[src/rtl/clk_gate_ctrl.sv]
// Clock-enable controller for a latch-based clock-gating cell.
// Gates the downstream clock after a programmable idle period, services a
// sleep request/acknowledge handshake, and delays clk_rdy after wake-up.
// Runs on the ungated forever clock upstream of the gate it controls.
module clk_gate_ctrl #(
   parameter int unsigned IDLE_CNT_W = 4,
   parameter int unsigned WAKE_CYC   = 2,
   parameter int unsigned STAT_W     = 16
) (
   input  logic                  forever_cpuclk,
   input  logic                  cpurst_b,
   input  logic                  gate_en,
   input  logic [IDLE_CNT_W-1:0] idle_thresh,
   input  logic                  module_busy,
   input  logic                  wake_req,
   input  logic                  sleep_req,
   output logic                  sleep_ack,
   input  logic                  pad_yy_icg_scan_en,
   output logic                  clk_en,
   output logic                  clk_rdy,
   output logic                  gate_st,
   input  logic                  stat_clr,
   output logic [STAT_W-1:0]     gate_cyc_cnt
);

   typedef enum logic [1:0] {StRun, StIdleWait, StGated, StWake} state_e;

   // Last wake_cnt value before clk_rdy is released.
   localparam logic [3:0] WakeLast = 4'(WAKE_CYC - 1);

   state_e                  state_q, state_d;
   logic                    clk_en_q, clk_en_d;
   logic                    clk_rdy_q, clk_rdy_d;
   logic                    sleep_ack_q, sleep_ack_d;
   logic                    gate_st_q, gate_st_d;
   logic                    sleep_mode_q, sleep_mode_d;
   logic [IDLE_CNT_W-1:0]   idle_cnt_q, idle_cnt_d;
   logic [3:0]              wake_cnt_q, wake_cnt_d;
   logic [STAT_W-1:0]       stat_q, stat_d;
   logic                    gated_exit;

   // Next-state and registered-output decode.
   always_comb begin
      state_d      = state_q;
      clk_en_d     = clk_en_q;
      clk_rdy_d    = clk_rdy_q;
      sleep_ack_d  = sleep_ack_q;
      gate_st_d    = gate_st_q;
      sleep_mode_d = sleep_mode_q;
      idle_cnt_d   = idle_cnt_q;
      wake_cnt_d   = wake_cnt_q;
      gated_exit   = 1'b0;

      unique case (state_q)
         StRun: begin
            // Busy wins over a simultaneous sleep request.
            if (sleep_req && !module_busy) begin
               state_d      = StGated;
               sleep_mode_d = 1'b1;
               clk_en_d     = 1'b0;
               clk_rdy_d    = 1'b0;
               gate_st_d    = 1'b1;
            end else if (gate_en && !module_busy) begin
               state_d    = StIdleWait;
               idle_cnt_d = '0;
            end
         end
         StIdleWait: begin
            if (module_busy || wake_req || !gate_en) begin
               state_d = StRun;
            end else if (sleep_req || (idle_cnt_q == idle_thresh)) begin
               state_d      = StGated;
               sleep_mode_d = sleep_req;
               clk_en_d     = 1'b0;
               clk_rdy_d    = 1'b0;
               gate_st_d    = 1'b1;
            end else begin
               idle_cnt_d = idle_cnt_q + 1'b1;
            end
         end
         StGated: begin
            // In sleep mode only the power manager (or an explicit wake) releases us;
            // an idle gate also yields to a new sleep request.
            if (sleep_mode_q) begin
               gated_exit = !sleep_req || wake_req;
            end else begin
               gated_exit = !sleep_req && (module_busy || wake_req || !gate_en);
            end
            if (gated_exit) begin
               state_d      = StWake;
               clk_en_d     = 1'b1;
               sleep_ack_d  = 1'b0;
               wake_cnt_d   = '0;
               sleep_mode_d = 1'b0;
               gate_st_d    = 1'b0;
            end else begin
               if (sleep_req) begin
                  sleep_mode_d = 1'b1;
               end
               sleep_ack_d = sleep_mode_d && sleep_req;
            end
         end
         StWake: begin
            if (wake_cnt_q == WakeLast) begin
               state_d   = StRun;
               clk_rdy_d = 1'b1;
            end else begin
               wake_cnt_d = wake_cnt_q + 1'b1;
            end
         end
         default: begin
            state_d = StRun;
         end
      endcase
   end

   // FSM state and registered outputs.
   always_ff @(posedge forever_cpuclk or negedge cpurst_b) begin
      if (!cpurst_b) begin
         state_q      <= StRun;
         clk_en_q     <= 1'b1;
         clk_rdy_q    <= 1'b1;
         sleep_ack_q  <= 1'b0;
         gate_st_q    <= 1'b0;
         sleep_mode_q <= 1'b0;
         idle_cnt_q   <= '0;
         wake_cnt_q   <= '0;
      end else begin
         state_q      <= state_d;
         clk_en_q     <= clk_en_d;
         clk_rdy_q    <= clk_rdy_d;
         sleep_ack_q  <= sleep_ack_d;
         gate_st_q    <= gate_st_d;
         sleep_mode_q <= sleep_mode_d;
         idle_cnt_q   <= idle_cnt_d;
         wake_cnt_q   <= wake_cnt_d;
      end
   end

   // Saturating gated-cycle statistic; clear beats increment.
   always_comb begin
      stat_d = stat_q;
      if (stat_clr) begin
         stat_d = '0;
      end else if (gate_st_q && !(&stat_q)) begin
         stat_d = stat_q + 1'b1;
      end
   end

   // Statistic register.
   always_ff @(posedge forever_cpuclk or negedge cpurst_b) begin
      if (!cpurst_b) begin
         stat_q <= '0;
      end else begin
         stat_q <= stat_d;
      end
   end

   // Scan mode must never leave the gate closed.
   assign clk_en       = clk_en_q | pad_yy_icg_scan_en;
   assign clk_rdy      = clk_rdy_q;
   assign sleep_ack    = sleep_ack_q;
   assign gate_st      = gate_st_q;
   assign gate_cyc_cnt = stat_q;

endmodule

[config.mk]
export PLATFORM = sky130hd
export DESIGN_NAME = clk_gate_ctrl
export DESIGN_NICKNAME = d
export VERILOG_FILES = /design/src/rtl/clk_gate_ctrl.sv
export SDC_FILE = /design/constraint.sdc
export NUM_CORES = 1
export LEC_CHECK = 0
export ABC_AREA = 1
export BUFFER_PORTS_ARGS = -buffer_cell sky130_fd_sc_hd__clkbuf_2
export CELL_PAD_IN_SITES_DETAIL_PLACEMENT = 0
export CELL_PAD_IN_SITES_GLOBAL_PLACEMENT = 1
export CORE_ASPECT_RATIO = 1.5
export CORE_MARGIN = 1
export CORE_UTILIZATION = 30
export CTS_BUF_LIST = sky130_fd_sc_hd__clkbuf_8 sky130_fd_sc_hd__clkbuf_16
export DETAILED_ROUTE_END_ITERATION = 10
export GPL_TIMING_DRIVEN = 1
export PLACE_DENSITY_LB_ADDON = 0.3
export RECOVER_POWER = 25
export SLEW_MARGIN = 20
export SYNTH_ARGS = -nofsm -noshare
export SYNTH_HDL_FRONTEND = slang
export SYNTH_SLANG_ARGS = --single-unit
[constraint.sdc]
create_clock -name forever_cpuclk -period 2.3 [get_ports forever_cpuclk]
set_input_delay 0.46 -clock forever_cpuclk [delete_from_list [all_inputs] [get_ports forever_cpuclk]]
set_output_delay 0.46 -clock forever_cpuclk [all_outputs]
set_load 0.02 [all_outputs]
==> results of run 1 <==
## synthesized netlist by cell type
| library cell | number |
|---|---|
| nand2_1 | 112 |
| inv_1 | 36 |
| xor2_1 | 7 |
| nor2_2 | 1 |
| nor2_1 | 28 |
| nand3_1 | 27 |
| nor2_4 | 3 |
| buf_2 | 1 |
| ha_1 | 8 |
| dfrtp_1 | 29 |
| or2_2 | 3 |
| nand4_1 | 17 |
| o21ai_0 | 9 |
| xnor2_1 | 1 |
| buf_6 | 1 |
| clkbuf_1 | 1 |
| and2_1 | 1 |
| dfstp_2 | 2 |
| nand2_2 | 1 |
| a21boi_0 | 1 |
| nor3_1 | 5 |
| inv_2 | 1 |
| o21bai_1 | 1 |
## flip-flops by register name, summed over array words and instances, names as in the netlist, 2 cells and up
register and flops:
wake_cnt_q 4, gate_cyc_cnt 16, idle_cnt_q 4, state_q 2
## final timing paths
path,from,endpoint
worst min register to register,clk_en_q,clk_en_q
min in group asynchronous,cpurst_b,gate_cyc_cnt[5]
worst max-delay path,gate_cyc_cnt[0],gate_cyc_cnt[15]
worst min-delay path,clk_en_q,clk_en_q
max in group asynchronous,cpurst_b,gate_cyc_cnt[13]
worst max register to register,gate_cyc_cnt[0],gate_cyc_cnt[15]
## cell type report
| class | count | area (sq um) |
|---|---|---|
| fillers | 717 | 4165 |
| multi-input cells | 225 | 1094 |
| repair buffers | 33 | 168.9 |
| flip-flops and latches | 31 | 778.2 |
| clock inverters | 2 | 8.758 |
| inverters | 37 | 138.9 |
| clock buffers | 6 | 82.58 |
| well taps | 76 | 95.09 |
## power breakdown
part           total (mW)  switching, mW  internal [mW]
Clock               0.436          0.200          0.237
Combinational       0.901          0.599          0.302
Sequential          0.774          0.110          0.664
## metal layers
metal	vias to the layer above	part of all wire
li1	1011	-
met1	864	0.43
met2	40	0.52
met3	7	0.028
met4	0	0.019
met5	-	0
## cells by family (layout without fill, tap and decap cells)
family,count (synthesis),count (layout),share of synthesized area
AO/OA/AOI/OAI,11,11,0.02958
XOR/XNOR,8,8,0.03451
adder cells (fa/ha/maj),8,8,0.04929
buffers and inverters,40,78,0.07824
flip-flops,31,31,0.3832
AND/OR/NAND/NOR,198,198,0.4251
## worst min-delay path, stage by stage (launching register included)
cell and delay [ns]:
dfstp_2 0.37, nand2_1 0.05, nand2_1 0.04
## through the flow
stage / instances / power, mW / hold slack [ns]
floorplan: 296 / 1.436 / 0.1644
CTS: 410 / 2.152 / 0.2905
global route: 410 / 2.330 / 0.4780
detailed placement: 402 / 1.695 / 0.4504
global placement: 402 / 1.684 / 0.4501
finish: 410 / 2.111 / 0.4569
==> impl_results.md, run 1 <==
- Worst Path Required: 2.51 ns
- Boundary Pins: 32
- Share of the synthesized area in the top cell type: 0.3574
- Clk buf depth: 2
- Worst setup SP type: flip-flop
- Die width: 69.18 um
- Hold buffer count at CTS: 0
- RSZ-0062 raised after global routing: false
- Initial antenna violation count: 0
- Setup violators final: 0
- P per Cell Area: 892.1 nW/um^2
- Max Freq: 543.2 MHz
- Most common cell after layout, fill and taps aside: nand2_1
- First-pass GRT wire length: 8.362 mm
- Critical Path AT: 2.05 ns
- Routed wire length: 4.877 mm
- Syn Area/Cell: 6.860 sq um
- Final #Nets: 353
- Synth Warn #: 0
- Drt first pass iters: 4
- Setup Buffers After CTS: 0
- Vias in the first global route: 1878
- Worst slew margin: -0.1813
- Post-synthesis cell count: 296
- Core area: 6531 sq um
- Reg2Reg Setup Slack: 0.46 ns
- Largest net degree at the start of global routing: 32
- Die area: 7109 sq um
- # diodes: 0
- TritonCTS clock tree: yes
- VDD IR max: 497.7 uV
- Root buffer cell: clkbuf_8
- Fin. Hold Viols: 0
- FP Rows: 36
- Delay-heaviest family, CP: simple AND/OR/NAND/NOR gates
- Met2 Use GR: 0.2816
- Slowest Stage Delay on Critical Path: 0.42 ns
- Share of cells above drive strength 1: 0.1497
- Syn-to-layout area delta: 16.51%
- GRT Max-Usage Layer: met2
- CTS Buf Count: 5
- Leakage power total: 1.314 nW
- Grt total ovfl: 0
- DP HPWL: 3.715 mm
- Post-DR wirelength/cell: 11.90 um
- Starting DRT DRC Count: 70
- Post-CTS Resized: 0
- Number of stages on the worst setup path: 10
- Grt met3 use: 0.02639
- RePlAce Congestion: 0.7957
- CP Cell Sequence: ha_1 -> nand3_1 -> inv_2 -> nand2_2 -> nor2_4 -> nor2_2 -> buf_4 -> nor2_4 -> nand2_1 -> nand2_1
- Starting Density: 0.3109
- Failing checks: capacitance limit, slew limit
- Worst path bufs/invs: 2
- Post-route setup slack: 0.4591 ns
- Antenna-violating nets left: 0
- Vias: 1922
- Synth unique cells: 23
- Via/cell ratio: 4.688
- Hold Path Cell Cnt: 2
- Register area share after synthesis: 0.3832
- Max-cap violations: 1
- H-tree lvl count: 2
- GRT Overall Usage: 0.1473
- Post-place setup slack: 0.4685 ns
- Crit path max fanout: 14
- Final min period: 1.841 ns
- Worst-margin pin slew: 1.772 ns
- Hold Crit Class: flip-flop to flip-flop
- Slowest library cell on the worst path: dfrtp_1
- Worst r2r path cells: 10
- Status: finished with violations
- Die height: 102.8 um
- Cell taking the most area after synthesis: dfrtp_1
- CP endpoint kind: flip-flop
- Tcrit/Tclk final: 0.8004
- Setup TNS: 0 ns
- Clock slew at reported path FFs: 0.07 ns
- Clk_skew: 0.009627 ns
- Most frequent cells in the layout: nand2_1 (112), inv_1 (37), clkbuf_2 (30)
- Area after DPL: 2276 sq um
- Met1 Track Usage GR: 0.1593
- Input/output buffers: 31
- Worst-Skew Late Latency: 0.28 ns
- Synth Cell Area: 2031 sq um
- Synth top area cells: dfrtp_1 (36%), nand2_1 (21%), inv_1 (6.7%)
- Synth Net Count: 316
- CP Class: flip-flop to flip-flop
- Yosys reg bits: 31
- Clock sink count: 31
- Fin area: 2366 sq um
- Max-slew violations: 32
- Util after Layout: 0.3623
- Post-route DRC: 0
No activity file was read; power rests on OpenSTA's default activity.
==> run 2: changes to the inputs <==
--- a/config.mk
+++ b/config.mk
@@ -5,7 +5,7 @@
 export SDC_FILE = /design/constraint.sdc
 export NUM_CORES = 1
 export LEC_CHECK = 0
-export ABC_AREA = 1
+export ABC_AREA = 0
 export BUFFER_PORTS_ARGS = -buffer_cell sky130_fd_sc_hd__clkbuf_2
 export CELL_PAD_IN_SITES_DETAIL_PLACEMENT = 0
 export CELL_PAD_IN_SITES_GLOBAL_PLACEMENT = 1
==> constraint.sdc (replaced) <==
create_clock -name forever_cpuclk -period 1.79 [get_ports forever_cpuclk]
set_input_delay 0.358 -clock forever_cpuclk [delete_from_list [all_inputs] [get_ports forever_cpuclk]]
set_output_delay 0.358 -clock forever_cpuclk [all_outputs]
set_load 0.02 [all_outputs]
==> impl_results.md, run 2 <==
- TritonCTS clock tree: yes
- Syn-to-layout area delta: 39.24%
- Root buffer cell: clkbuf_8
- Crit path max fanout: 6
- Final #Nets: 303
- Internal power: 2.062 mW
- First-pass GRT wire length: 8.217 mm
- Cell taking the most area after synthesis: dfrtp_1
- Drt first pass iters: 4
- Commonest cells in the netlist: dfrtp_1 (29), nand3_1 (14), a21oi_1 (12)
- Tcrit/Tclk final: 0.9961
- VDD IR max: 688.6 uV
- Die height: 101.3 um
- Clock slew at reported path FFs: 0.07 ns
- Slowest Stage Delay on Critical Path: 0.47 ns
- CP endpoint kind: flip-flop
- Share of the synthesized area in the top cell type: 0.3683
- Synth top area cells: dfrtp_1 (37%), mux2_2 (5.1%), ha_1 (5.1%)
- Clock sink count: 31
- Post-route DRC: 0
- Most common cell after layout, fill and taps aside: buf_4
- CP Class: flip-flop to flip-flop
- Starting DRT DRC Count: 92
- Max-slew violations: 0
- Synth Warn #: 0
- # diodes: 0
- Die width: 68.18 um
- Initial antenna violation count: 0
- Boundary Pins: 32
- Synth Cell Area: 1971 sq um
- RePlAce Congestion: 0.7823
- Yosys reg bits: 31
- Vias: 1866
- Antenna-violating nets left: 0
- Critical Path AT: 1.99 ns
- Synth unique cells: 52
- Routed wire length: 4.998 mm
- Post-route setup slack: 0.006970 ns
- RSZ-0062 raised after global routing: true
- DP HPWL: 3.691 mm
- Largest net degree at the start of global routing: 24
- Post-synthesis async set-or-reset flop share: 1.000
- Worst-margin pin slew: 1.108 ns
- Fin. Hold Viols: 0
- Syn Area/Cell: 9.520 sq um
- Clk_skew: 0.006590 ns
- Reg power frac: 0.305
- FP Rows: 35
- Worst Path Required: 1.99 ns
- Max-cap violations: 0
- Clk buf depth: 2
- CTS Buf Count: 5
- Clock group share of total power: 0.186
- Psw: 1.280 mW
- Min Hold Slack: 0.2567 ns
- Synth Net Count: 227
- Switching share of power: 0.3831
- Post-DR wirelength/cell: 13.96 um
- Comb power frac: 0.510
- Grt total ovfl: 0
- Hold Crit Class: primary input to async pin
- Post-place setup slack: -0.04350 ns
- Max Freq: 560.8 MHz
- Post-synthesis cell count: 207
- Vias in the first global route: 1783
- H-tree lvl count: 2
- Setup violators final: 0
- Final std cells w/o fill: 358
- Worst-Skew Late Latency: 0.28 ns
- Slowest library cell on the worst path: or4_1
- Most frequent cells in the layout: buf_4 (42), clkbuf_2 (30), dfrtp_1 (24)
- Final min period: 1.783 ns
- Primary FF master, synth: dfrtp_1
- CP Cell Sequence: ha_4 -> nand4_4 -> or3_4 -> or4_1 -> a21oi_1
- Share of cells above drive strength 1: 0.4366
- Total power draw: 3.343 mW
- Placed cells: 346
- Starting Density: 0.3147
- Leakage power total: 1.203 nW
- GRT Overall Usage: 0.1559
- Status: finished, final reports clean
- P per Cell Area: 1218 nW/um^2
- Worst slew margin: 0.2612
- Largest register FFs: 16
- Core area: 6262 sq um
- Most frequent cell after synthesis: dfrtp_1
- Input/output buffers: 31
- Register area share after synthesis: 0.3949
- Via/cell ratio: 5.212
- Die area: 6904 sq um
- Worst setup SP type: flip-flop
- Number of flops mapped to enable cells by yosys: 0
- Util after Layout: 0.4382
## run 2: changes by cell type in the layout (fill, tap and decap cells not counted), moves of 9 or more
cell,change
nand2_1,-102
buf_4,+40
nand3_1,-14
nor2_1,-19
inv_1,-27
nor2b_1,+9
a21oi_1,+11
mux2_2,+9
nand4_1,-14
## run 2: worst max-delay path, delay by kind of cell, from the launching register on
family	cells	cell delay, ns
flops	1	0.39
compound gates	1	0.13
simple gates	3	1.03
fa+ha+maj	1	0.15
## run 2: layout make-up
cell class	instances	area (sq um)
Fill cell	628	3518
Multi-Input combinational cell	158	1237
Sequential cell	31	784.5
Timing Repair Buffer	75	484.2
Clock buffer	7	96.34
Tap cell	74	92.59
Inverter	12	45.04
Clock inverter	1	3.754
## run 2: final timing paths
check	startpoint	end	slack, ns	cells after the start
setup / recovery	gate_cyc_cnt[0]	gate_cyc_cnt[12]	0.007	5
hold / removal	cpurst_b	gate_cyc_cnt[4]	0.26	1
setup reg to reg	gate_cyc_cnt[0]	gate_cyc_cnt[12]	0.007	5
hold reg to reg	clk_en_q	clk_en_q	0.46	2
max in group asynchronous	cpurst_b	clk_rdy	0.72	2
min in group forever_cpuclk	clk_en_q	clk_en_q	0.46	2
## run 2: routing by layer
layer,share of wire,vias up,global-route usage
met5,0,-,0
met3,0.025,6,0.03153
li1,-,927,-
met2,0.55,34,0.2881
met1,0.42,899,0.1680
met4,0.014,0,0.05609
## run 2: what timing repair did
item,4_1_cts,5_1_grt
buffers inserted,0,4
pin swaps,2,6
resized for setup,3,20
endpoints found under the setup margin,2,14
hold buffers,0,0
## run 2: cell families after synthesis
group,share of synthesized area
buffers and inverters,0.03682
muxes,0.06667
and+or+nand+nor,0.2571
DFF,0.3949
AOI/OAI and AO/OA,0.1759
adders and majority gates,0.05080
xor gates and xnor gates,0.01778
## run 2: metrics by stage
step	setup TNS [ns]	cell area, sq um
CTS	0	2625
global placement	-0.02669	2514
detailed placement	-0.06614	2514
finish	0	2744
global route	-0.1345	2744
floorplan	-0.02295	1993
## run 2: power groups by stage
stage | logic, mW | registers [mW] | clock network (mW)
global route | 1.90 | 1.04 | 0.662
finish | 1.70 | 1.02 | 0.620
CTS | 1.56 | 1.01 | 0.632
floorplan | 0.840 | 1.09 | 0
global placement | 1.55 | 1.02 | 0
detailed placement | 1.54 | 1.02 | 0
